**src/rtl/if_id_queue.sv**
```systemverilog
// IF/ID decoupling queue: circular FIFO of {pc, inst} pairs.
// Optional stall counter enabled by IF_ID_PERF_CNT_EN.
module if_id_queue #(
  parameter int DEPTH  = 2,
  parameter int DATA_W = 32
) (
  input  logic                     clk,
  input  logic                     rst,
  input  logic                     in_valid,
  output logic                     in_ready,
  input  logic [DATA_W-1:0]        in_pc,
  input  logic [DATA_W-1:0]        in_inst,
  output logic                     out_valid,
  input  logic                     out_ready,
  output logic [DATA_W-1:0]        out_pc,
  output logic [DATA_W-1:0]        out_pc4,
  output logic [DATA_W-1:0]        out_inst,
  input  logic                     flush,
  output logic [$clog2(DEPTH):0]   count
`ifdef IF_ID_PERF_CNT_EN
  ,
  output logic [31:0]              stall_cnt
`endif
);

  localparam int AW = $clog2(DEPTH);
  localparam int CW = AW + 1;

  logic [DATA_W-1:0] pc_q   [DEPTH];
  logic [DATA_W-1:0] inst_q [DEPTH];

  logic [AW-1:0] wr_ptr_q, wr_ptr_d;
  logic [AW-1:0] rd_ptr_q, rd_ptr_d;
  logic [CW-1:0] count_q, count_d;

  logic push;
  logic pop;

  // Handshake flags depend on registered state only
  assign in_ready  = (count_q < CW'(DEPTH));
  assign out_valid = (count_q != '0);
  assign count     = count_q;

  assign push = in_valid & in_ready & ~flush;
  assign pop  = out_valid & out_ready & ~flush;

  // Head fields, forced to a NOP at pc 0 when empty
  assign out_pc   = out_valid ? pc_q[rd_ptr_q]   : '0;
  assign out_inst = out_valid ? inst_q[rd_ptr_q] : '0;
  assign out_pc4  = out_pc + DATA_W'(4);

  // Next pointer and occupancy; flush wins over both handshakes
  always_comb begin
    wr_ptr_d = wr_ptr_q;
    rd_ptr_d = rd_ptr_q;
    count_d  = count_q;
    if (flush) begin
      wr_ptr_d = '0;
      rd_ptr_d = '0;
      count_d  = '0;
    end else begin
      if (push) wr_ptr_d = wr_ptr_q + AW'(1);
      if (pop)  rd_ptr_d = rd_ptr_q + AW'(1);
      if (push && !pop)
        count_d = count_q + CW'(1);
      else if (pop && !push)
        count_d = count_q - CW'(1);
    end
  end

  // Pointer and occupancy registers
  always_ff @(posedge clk or posedge rst) begin
    if (rst) begin
      wr_ptr_q <= '0;
      rd_ptr_q <= '0;
      count_q  <= '0;
    end else begin
      wr_ptr_q <= wr_ptr_d;
      rd_ptr_q <= rd_ptr_d;
      count_q  <= count_d;
    end
  end

  // Entry storage, written at the tail on push
  always_ff @(posedge clk or posedge rst) begin
    if (rst) begin
      for (int i = 0; i < DEPTH; i++) begin
        pc_q[i]   <= '0;
        inst_q[i] <= '0;
      end
    end else if (push) begin
      pc_q[wr_ptr_q]   <= in_pc;
      inst_q[wr_ptr_q] <= in_inst;
    end
  end

`ifdef IF_ID_PERF_CNT_EN
  logic [31:0] stall_cnt_q;
  logic        stall_hit;

  assign stall_hit = out_valid & ~out_ready & ~flush;
  assign stall_cnt = stall_cnt_q;

  // Saturating count of cycles where ID holds off a valid head
  always_ff @(posedge clk or posedge rst) begin
    if (rst)
      stall_cnt_q <= '0;
    else if (stall_hit && stall_cnt_q != 32'hFFFF_FFFF)
      stall_cnt_q <= stall_cnt_q + 32'd1;
  end
`endif

endmodule

```
**config.mk**
```make
export PLATFORM = sky130hd
export DESIGN_NAME = if_id_queue
export DESIGN_NICKNAME = d
export VERILOG_FILES = /design/src/rtl/if_id_queue.sv
export SDC_FILE = /design/constraint.sdc
export NUM_CORES = 1
export LEC_CHECK = 0
export CAP_MARGIN = 15
export CORE_MARGIN = 4
export CORE_UTILIZATION = 45
export CTS_CLUSTER_DIAMETER = 40
export DETAILED_ROUTE_END_ITERATION = 7
export PLACE_DENSITY = 0.77
export SLEW_MARGIN = 15
export SYNTH_ARGS = -nofsm -noshare
export SYNTH_HDL_FRONTEND = slang
export SYNTH_SLANG_ARGS = --single-unit
```
**constraint.sdc**
```tcl
create_clock -name clk -period 4 [get_ports clk]
set_input_delay 0.8 -clock clk [delete_from_list [all_inputs] [get_ports clk]]
set_output_delay 0.8 -clock clk [all_outputs]
set_load 0.005 [all_outputs]
```
==> impl_metrics.json <==
{
  "status": "finished, final reports clean",
  "initial_utilization_pct": 46.17,
  "synth_area_per_cell_sq_um": 12.29,
  "grt_remaining_overflow": 0,
  "cts_buffer_depth": 2,
  "reg2reg_setup_slack_ns": 2.08,
  "viasPerCell": 5.403,
  "synthCells": 548,
  "wirelength_mm": 16.38,
  "cts.clk_slew.worst_paths_ns": 0.05,
  "drv_cap": 0,
  "synth_commonest_cells": "dfrtp_1, mux2_2, nor2_1",
  "synthAdderAreaFrac_pct": 0.1857,
  "async_flop_share_pct": 100.0,
  "drc": 0,
  "stdcell_count": 914,
  "drtPass1Iterations": 5,
  "htreeDepth": 4,
  "wl_per_cell_um": 17.92,
  "leakagePower_nw": 3.719,
  "die_w_um": 130.4,
  "syn_to_final_growth_pct": 37.93,
  "synth.distinct_cells": 42,
  "track_usage_pct": 19.08,
  "drt_iter0_drc": 280,
  "synth_top_area_share_pct": 49.03,
  "dpl.cell_count": 875,
  "place_congestion": 0.8024,
  "syn_area_sq_mm": 0.006736,
  "synth_seq_area_share_pct": 49.03,
  "drive_gt1_share_pct": 27.12,
  "cts_sinks": 132,
  "critPathKind": "reg2out",
  "period_share_pct": 98.79,
  "max_slew.worst_pin.slew_ns": 0.9937,
  "cts_tree": "yes",
  "synth-simple-area-share_pct": 10.36,
  "worstSkewPairLatency_ns": 0.41,
  "hold_path_class": "reg2reg",
  "cts_buffers": 17,
  "yosys-top-cells-area": "dfrtp_1, mux2_2, mux2i_1, nor2_1, xor2_1",
  "crit_path_top_delay_cell": "clkdlybuf4s50_1",
  "hpwl_mm": 11.04,
  "cp_data_arrival_time_ns": 3.15,
  "rows": 44,
  "grt_pass1_wl_mm": 25.63,
  "synth_xor_area_share_pct": 4.030,
  "ios": 169,
  "hold_buffers": 0,
  "rsz0062_at_grt": "true",
  "crit_path_end_kind": "output pin",
  "vdd_ir_drop_max_v": 0.0003334,
  "drtAntennaViolNets": 0,
  "grt_pass1_vias": 5156,
  "antenna_cells": 0,
  "fmax_mhz": 253.1,
  "crit_fanout": 15,
  "grt_max_degree": 67,
  "p_per_area_mw_per_mm2": 494.8,
  "via_count": 4938,
  "synthMuxAreaShare_pct": 30.59,
  "core_area_sq_mm": 0.01459,
  "synth_most_common_cell": "dfrtp_1",
  "slowest_delay_ns": 0.52,
  "num-nets-final": 789,
  "synth.net_count": 618,
  "start_kind": "register",
  "clock_skew_ns": 0.008710,
  "cts_root_buffer": "clkbuf_16",
  "critPathRequiredTime_ns": 3.20,
  "dieArea_sq_mm": 0.01699,
  "die_h_um": 130.4,
  "slew_headroom_pct": 31.86,
  "worstPathCellList": "buf_6 -> nand4b_1 -> a2111oi_4 -> nand4_4 -> nor4_1 -> xor2_1 -> clkdlybuf4s50_1",
  "setup_violations": 0,
  "final_core_util_pct": 63.69,
  "synth_top_family_by_area": "multiplexers",
  "portBuffers": 168,
  "synth-edff-count": 0,
  "final_max_slew_viol_count": 0,
  "ys.warnings.count": 0,
  "hold_viol": 0,
  "min_period_ns": 3.952,
  "synth_compound_area_share_pct": 2.155,
  "yosysTopAreaCell": "dfrtp_1",
  "antenna_found_initial": 1,
  "ys_seq_elements": 132,
  "synth_ff_type": "dfrtp_1"
}
-- metrics by stage --
step / setup WS [ns] / instance area, sq um / hold slack, ns / setup TNS (ns) / total power, mW
3_5_place_dp: 0.4687 / 8573 / 0.4945 / 0 / 3.099
4_1_cts: 0.01106 / 9153 / 0.5062 / 0 / 4.633
6_report: 0.04834 / 9291 / 0.5027 / 0 / 4.598
5_1_grt: -0.04762 / 9291 / 0.5139 / -0.1590 / 4.849
3_3_place_gp: 0.5011 / 8573 / 0.4884 / 0 / 3.033
2_1_floorplan: 0.6596 / 6740 / 0.4800 / 0 / 2.605
-- routing by layer --
metal | GRT usage [%] | wire length (um)
met5 | 0 | 13
met4 | 6.957 | 280
met3 | 5.649 | 1151
met2 | 30.93 | 7985
met1 | 24.37 | 6946
-- what timing repair did --
item | CTS | global route
setup endpoints to repair | 0 | 17
buffers inserted | 0 | 8
resized for setup | 0 | 10
-- layout make-up --
type / instances / area, sq um
Clock inverter: 4 / 70.07
Sequential cell: 132 / 3307
Inverter: 10 / 41.29
Timing Repair Buffer: 184 / 1858
Clock buffer: 26 / 509.2
Multi-Input combinational cell: 374 / 3276
Fill cell: 1101 / 5298
Tap cell: 184 / 230.2
-- cells by family (layout without fill, tap and decap cells) --
| kind of cell | count (synthesis) | count (layout) |
|---|---|---|
| buf+inv | 43 | 224 |
| simple gates | 136 | 137 |
| mux | 190 | 190 |
| flops | 132 | 132 |
| compound gates | 15 | 15 |
| fa+ha+maj | 1 | 1 |
| xor+xnor | 31 | 31 |
-- critical path: cells and delay by family, from the launching register on --
family          cells  cell delay [ns]
compound gates      1             0.46
xor+xnor            1             0.19
simple gates        3             0.92
flops               1             0.48
buf+inv             2             0.69
-- power breakdown --
group / internal, mW / switching, mW / leakage, nW / total [mW]
sequential: 1.71 / 0.224 / 1.57 / 1.93
clock: 0.991 / 0.517 / 0.286 / 1.51
combinational: 0.691 / 0.467 / 1.86 / 1.16
-- registers in the layout (all words and copies together), names as in the netlist --
signal / cells
inst_q: 64
count: 2
rd_ptr_q: 1
pc_q: 64
wr_ptr_q: 1
-- layout by cell type, fill, tap and decap left out, drive strengths merged --
master	count
nand2	16
bufinv	2
a21o	1
nand3b	4
a211oi	4
clkinv	2
xnor2	12
o2111ai	1
nand4	8
dfrtp	132
ha	1
nand4b	1
nand3	11
nor2	71
nor4	7
clkinvlp	1
nand2b	2
dlymetal6s2s	1
buf	16
o211ai	1
and3	2
mux2	127
a21oi	4
clkbuf	26
nor3b	2
a2111oi	1
xor2	19
o21ai	3
inv	9
nor3	12
mux2i	63
and2	1
clkdlybuf4s50	167
-- path summary, 6_finish.rpt --
| kind | to | from | cells after the start |
|---|---|---|---|
| setup reg to reg | pc_q[9]$_DFFE_PP0P_ | count[1]$_DFFE_PP0P_ | 5 |
| hold reg to reg | inst_q[24]$_DFFE_PP0P_ | inst_q[24]$_DFFE_PP0P_ | 1 |
| setup / recovery | out_pc4[19] | rd_ptr_q$_DFFE_PP0P_ | 7 |
| min in group asynchronous | inst_q[62]$_DFFE_PP0P_ | rst | 2 |
| max in group asynchronous | inst_q[39]$_DFFE_PP0P_ | rst | 3 |
| hold / removal | inst_q[24]$_DFFE_PP0P_ | inst_q[24]$_DFFE_PP0P_ | 1 |
Note: power is estimated with default switching activity, not from simulation.
